--- src/rtl/module_types.sv ---
// Shared writeback types: register/ROB widths, requester count and the
// per-requester holding entry payload.
package module_types;
  localparam int PHYS_REG_ADDR = 6;
  localparam int ROB_IDX_W     = 5;
  localparam int NUM_WB_PORTS  = 5;

  typedef struct packed {
    logic [PHYS_REG_ADDR-1:0] pd;
    logic [31:0]              val;
    logic [ROB_IDX_W-1:0]     rob;
  } wb_entry_t;

  typedef enum logic [2:0] {
    WB_ARITH = 3'd0,
    WB_MULT  = 3'd1,
    WB_MEM   = 3'd2,
    WB_BR    = 3'd3,
    WB_DIV   = 3'd4
  } wb_src_e;
endpackage

--- src/rtl/cdb_wb_arbiter_if.sv ---
// Functional-unit writeback request bus, one lane per requester.
// Handshake: lane i transfers on a rising edge where fu_valid[i] && fu_ready[i];
// payload (fu_pd/fu_val/fu_rob) is only meaningful while fu_valid[i] is high.
interface cdb_wb_arbiter_if
  import module_types::*;
#(
  parameter int NUM_WB = NUM_WB_PORTS
);
  logic [NUM_WB-1:0]                     fu_valid;
  logic [NUM_WB-1:0]                     fu_ready;
  logic [NUM_WB-1:0][PHYS_REG_ADDR-1:0]  fu_pd;
  logic [NUM_WB-1:0][31:0]               fu_val;
  logic [NUM_WB-1:0][ROB_IDX_W-1:0]      fu_rob;

  modport master (output fu_valid, fu_pd, fu_val, fu_rob, input fu_ready);
  modport slave  (input fu_valid, fu_pd, fu_val, fu_rob, output fu_ready);
endinterface

--- src/rtl/rr_arbiter.sv ---
// Round-robin one-hot grant: first set request at or after ptr, wrapping
// from N-1 back to 0.
module rr_arbiter #(
  parameter  int N     = 5,
  localparam int PTR_W = (N > 1) ? $clog2(N) : 1
) (
  input  logic [N-1:0]     req,
  input  logic [PTR_W-1:0] ptr,
  output logic [N-1:0]     gnt
);
  logic found;
  int   idx;

  always_comb begin
    gnt   = '0;
    found = 1'b0;
    idx   = 0;
    for (int k = 0; k < N; k++) begin
      idx = (int'(ptr) + k) % N;
      if (!found && req[idx]) begin
        gnt[idx] = 1'b1;
        found    = 1'b1;
      end
    end
  end
endmodule

--- src/rtl/cdb_wb_arbiter.sv ---
// Common data bus writeback arbiter: one holding entry per functional unit,
// round-robin broadcast of one entry per cycle onto the CDB / register file port.
module cdb_wb_arbiter
  import module_types::*;
#(
  parameter int NUM_WB = NUM_WB_PORTS
) (
  input  logic                     clk,
  input  logic                     rst,
  input  logic                     flush,
  cdb_wb_arbiter_if.slave          fu,
  output logic                     regf_we,
  output logic [PHYS_REG_ADDR-1:0] rd_s,
  output logic [31:0]              rd_v,
  output logic                     cdb_valid,
  output logic [ROB_IDX_W-1:0]     cdb_rob
);
  localparam int PTR_W = (NUM_WB > 1) ? $clog2(NUM_WB) : 1;

  logic [NUM_WB-1:0] occ;
  logic [NUM_WB-1:0] raw_gnt;
  logic [NUM_WB-1:0] gnt;
  logic [NUM_WB-1:0] accept;
  wb_entry_t         ent [NUM_WB];
  wb_entry_t         sel;
  logic [PTR_W-1:0]  rr_ptr;
  logic [PTR_W-1:0]  gnt_idx;
  logic [PTR_W-1:0]  rr_ptr_nxt;

  rr_arbiter #(.N(NUM_WB)) u_rr (
    .req (occ),
    .ptr (rr_ptr),
    .gnt (raw_gnt)
  );

  // Flush suppresses the grant so neither the CDB nor rr_ptr moves that cycle.
  assign gnt         = flush ? '0 : raw_gnt;
  assign fu.fu_ready = ~{NUM_WB{flush}} & (~occ | gnt);
  assign accept      = fu.fu_valid & fu.fu_ready;

  always_comb begin
    sel     = '0;
    gnt_idx = '0;
    for (int i = 0; i < NUM_WB; i++) begin
      if (gnt[i]) begin
        sel     = ent[i];
        gnt_idx = PTR_W'(i);
      end
    end
  end

  assign rr_ptr_nxt = (gnt_idx == PTR_W'(NUM_WB - 1)) ? '0 : gnt_idx + PTR_W'(1);

  assign cdb_valid = |gnt;
  assign rd_s      = sel.pd;
  assign rd_v      = sel.val;
  assign cdb_rob   = sel.rob;
  // p0 is the hardwired zero register: broadcast for completion, never written.
  assign regf_we   = cdb_valid && (sel.pd != '0);

  always_ff @(posedge clk or negedge rst) begin
    if (!rst) begin
      occ    <= '0;
      rr_ptr <= '0;
    end else if (flush) begin
      occ    <= '0;
    end else begin
      occ <= accept | (occ & ~gnt);
      if (cdb_valid) rr_ptr <= rr_ptr_nxt;
    end
  end

  always_ff @(posedge clk) begin
    for (int i = 0; i < NUM_WB; i++) begin
      if (accept[i]) begin
        ent[i].pd  <= fu.fu_pd[i];
        ent[i].val <= fu.fu_val[i];
        ent[i].rob <= fu.fu_rob[i];
      end
    end
  end
endmodule

--- src/flat_wrapper.sv ---
// flat-port wrapper written by rule: the top's interface ports become plain ports
module cdb_wb_arbiter_flat import module_types::*;
#(
  parameter int NUM_WB = NUM_WB_PORTS
)
  (clk, rst, flush, regf_we, rd_s, rd_v, cdb_valid, cdb_rob, fu_fu_valid, fu_fu_pd, fu_fu_val, fu_fu_rob, fu_fu_ready);
  cdb_wb_arbiter_if #(.NUM_WB(NUM_WB)) fu_i ();
  input  logic clk;
  input  logic rst;
  input  logic flush;
  output logic regf_we;
  output logic [PHYS_REG_ADDR-1:0] rd_s;
  output logic [31:0] rd_v;
  output logic cdb_valid;
  output logic [ROB_IDX_W-1:0] cdb_rob;
  input wire logic [$bits(fu_i.fu_valid)-1:0] fu_fu_valid;
  input wire logic [$bits(fu_i.fu_pd)-1:0] fu_fu_pd;
  input wire logic [$bits(fu_i.fu_val)-1:0] fu_fu_val;
  input wire logic [$bits(fu_i.fu_rob)-1:0] fu_fu_rob;
  output wire logic [$bits(fu_i.fu_ready)-1:0] fu_fu_ready;
  assign fu_i.fu_valid = fu_fu_valid;
  assign fu_i.fu_pd = fu_fu_pd;
  assign fu_i.fu_val = fu_fu_val;
  assign fu_i.fu_rob = fu_fu_rob;
  assign fu_fu_ready = fu_i.fu_ready;
  cdb_wb_arbiter #(.NUM_WB(NUM_WB)) u_core (.clk(clk), .rst(rst), .flush(flush), .fu(fu_i), .regf_we(regf_we), .rd_s(rd_s), .rd_v(rd_v), .cdb_valid(cdb_valid), .cdb_rob(cdb_rob));
endmodule
--- config.mk ---
export PLATFORM = sky130hd
export DESIGN_NAME = cdb_wb_arbiter_flat
export DESIGN_NICKNAME = d
export VERILOG_FILES = /design/src/rtl/module_types.sv /design/src/rtl/cdb_wb_arbiter_if.sv /design/src/rtl/rr_arbiter.sv /design/src/rtl/cdb_wb_arbiter.sv /design/src/flat_wrapper.sv
export SDC_FILE = /design/constraint.sdc
export NUM_CORES = 1
export LEC_CHECK = 0
export ABC_AREA = 0
export CORE_ASPECT_RATIO = 1.25
export CORE_MARGIN = 2
export CORE_UTILIZATION = 34
export DETAILED_ROUTE_END_ITERATION = 6
export GPL_ROUTABILITY_DRIVEN = 0
export PLACE_DENSITY = 0.58
export SKIP_CTS_REPAIR_TIMING = 1
export SKIP_LAST_GASP = 1
export SLEW_MARGIN = 5
export SYNTH_ARGS = -nofsm -noshare
export SYNTH_HDL_FRONTEND = slang
export SYNTH_HIERARCHICAL = 1
export SYNTH_SLANG_ARGS = --single-unit
--- constraint.sdc ---
create_clock -name clk -period 8.1 [get_ports clk]
set_clock_uncertainty 0.05 [all_clocks]
set_input_delay 1.62 -clock clk [delete_from_list [all_inputs] [get_ports clk]]
set_output_delay 1.62 -clock clk [all_outputs]
set_load 0.05 [all_outputs]
==> results of run 1 <==
==> area by class of cell <==
type                       instances  area share (%)
clock inverter                    10           0.549
antenna                            2          0.0323
tap                              412            3.33
inverter                          31           0.791
multi-input combinational        594            25.9
timing repair buffer             324            22.2
clock buffer                      33            4.23
sequential                       223            43.0
==> through the flow <==
step	std cells	TNS (ns)	hold WS [ns]	setup WS, ns
after detailed placement	1564	0	0.717	0.564
final	1629	0	0.626	0.246
after CTS	1607	-0.122	0.725	-0.0525
after global routing	1628	-2.67	0.661	-0.140
after global placement	1564	0	0.717	0.741
after floorplan	900	0	0.566	0.00732
==> cell families after synthesis <==
logic type / count (synthesis) / synth area share [%]
and+or+nand+nor: 285 / 12.7
buffers and inverters: 83 / 3.70
adders and majority gates: 31 / 3.54
AOI/OAI and AO/OA: 249 / 16.5
xor gates and xnor gates: 14 / 1.26
DFF: 223 / 60.7
muxes: 15 / 1.63
==> final timing paths <==
check	startpoint	end	slack, ns	cells after the start
hold reg to reg	u_core/rr_ptr[2]	u_core/rr_ptr[2]	0.63	1
setup reg to reg	u_core/rr_ptr[1]	u_core/ent[2][22]	1.77	20
hold / removal	u_core/rr_ptr[2]	u_core/rr_ptr[2]	0.63	1
setup / recovery	u_core/rr_ptr[1]	regf_we	0.25	20
min in group asynchronous	rst	u_core/rr_ptr[1]	1.37	1
max in group asynchronous	rst	u_core/rr_ptr[2]	6.26	1
==> sequential cells by signal (all words and copies together) (netlist names) <==
signal and cells:
u_core/ent 215, u_core/occ 5, u_core/rr_ptr 3
==> routing by layer <==
metal	up-vias	wire (um)
met3	54	2950
met2	364	19200
met4	6	706
li1	4054	-
met5	-	44
met1	4160	13700
==> synthesized netlist by cell type (6+ instances only) <==
master,count
inv_1,28
o22ai_1,6
mux2i_1,10
ha_1,31
dfrtp_1,8
a21oi_1,66
nand3b_1,7
nor3_1,17
a31oi_1,9
nand2b_1,11
or2_2,6
nand4_1,6
nor2_1,117
nor2b_1,12
edfxtp_1,215
and2_1,9
o211ai_1,10
nand2_1,53
o21ai_0,19
nand3_1,17
clkbuf_1,26
a22oi_1,37
buf_2,14
xnor2_1,10
a221oi_1,34
==> summary.md, run 1 <==
| Metric | Value |
|---|---|
| Initial antenna violation count | 5 |
| Synth Flop Type | edfxtp_1 |
| Post-route DRC | 0 |
| Fraction of layout cells with a size suffix above 1 | 16.7% |
| Clock tree buffer depth | 3 |
| Mapped Nets | 1154 |
| Vias in the first global route | 8798 |
| Number of flops mapped to enable cells by yosys | 215 |
| Share of the synthesized area in the top cell type | 58.9% |
| Hold Path Class | flip-flop to flip-flop |
| First drt pass iteration count | 6 |
| Ports | 273 |
| Die Height | 205 um |
| Post-synthesis sequential area ratio | 60.7% |
| Fmax | 127 MHz |
| Synth area leader | edfxtp_1 |
| Final hold violations | 0 |
| H-tree Lvls | 1 |
| CP Data Required Time | 6.43 ns |
| Port Buf Inserts | 272 |
| Area Growth Syn to Fin | 41.4% |
| Fill count | 2878 |
| Critical Path End Type | output port |
| Slowest stage delay, CP | 0.55 ns |
| Register area | 6660 um2 |
| Detailed Route Iter0 Violations | 624 |
| Hpwl dp | 26000 um |
| Busiest layer in global routing | met2 |
| Worst-path clk slew | 0.06 ns |
| Crit path DAT | 6.18 ns |
| Avg WL per Cell | 22.5 um |
| Fin util | 48.8% |
| Largest cells by area after synthesis | edfxtp_1, nor2_1, ha_1 |
| CP Launch Type | flip-flop |
| Grt met2 use | 38.2% |
| Die area | 33700 um2 |
| Avg Cell Area, Syn | 12.2 um2 |
| CP Buf/Inv Count | 3 |
| CTS tree | done |
| Routed Antenna Nets | 0 |
| Overall Global Routing Usage | 20.8% |
| Number of nets in the layout | 1453 |
| Core area | 31800 um2 |
| Worst-Skew Late Latency | 0.53 ns |
| Largest fanout on the critical path | 16 |
| Max-cap viol count | 0 |
| Slowest CP cell | or4b_4 |
| Final Slew Violations | 0 |
| Post-synthesis cell type count | 90 |
| M3 GR Usage | 5.93% |
| CTS root buffer | clkbuf_16 |
| Min Clock Period, post-route | 7.85 ns |
| Final setup violation count | 0 |
| Vias after detailed routing | 8638 |
| First-pass GRT wire length | 52200 um |
| Clock Sinks | 223 |
| Multi-input gate area | 4020 um2 |
| Crit-path leading delay family | simple AND/OR/NAND/NOR gates |
| Die Width | 165 um |
| Commonest non-fill, non-tap cell in the layout | clkdlybuf4s50_1 |
| Most frequent cells in the layout | clkdlybuf4s50_1, edfxtp_1, nor2_1 |
| Placed inst area | 14500 um2 |
| Final Cell Area | 15500 um2 |
| Status | completed |
| Synth Instances | 900 |
| Critical path class | flip-flop to output port |
| Total Wirelength | 36600 um |
| Slew Limit Headroom | 29.4% |
| CTS buffer count | 25 |
| Largest net degree at the start of global routing | 71 |
| Yosys Warn Count | 6 |
| Flops & latches, synth | 223 |
| Met1 Use GR | 23.8% |
| Worst-margin pin slew | 1.06 ns |
| Crit path cell chain | buf_4, ha_1, a21oi_1, xnor2_2, ha_1, inv_1, o22ai_1, nand2_1, mux2i_1, o311ai_1, or4b_4, nor4_1, nand3_2, o211ai_1, or3_1, nor2_4, a221oi_2, nor2_1, or4b_1, buf_4 |
| Post-synth ARST share | 3.59% |
| Core Rows | 73 |
| GRT overflow | 0 |
| Starting Density | 34.5% |
| Drt via density | 5.30 |
| Final period utilization | 97.0% |
| Synthesized area | 11000 um2 |
Power of run 1 is not shown: default switching activity piles up to over one toggle a cycle in this logic, so the estimate is an artifact.
==> run 2: changes to the inputs <==
--- a/config.mk
+++ b/config.mk
@@ -19,3 +19,4 @@
 export SYNTH_HDL_FRONTEND = slang
 export SYNTH_HIERARCHICAL = 1
 export SYNTH_SLANG_ARGS = --single-unit
+export TNS_END_PERCENT = 20
==> results of run 2 <==
Same layout as run 1: the final DEF is identical, and so are final timing and power.
Power of run 2 is left out for the same reason.
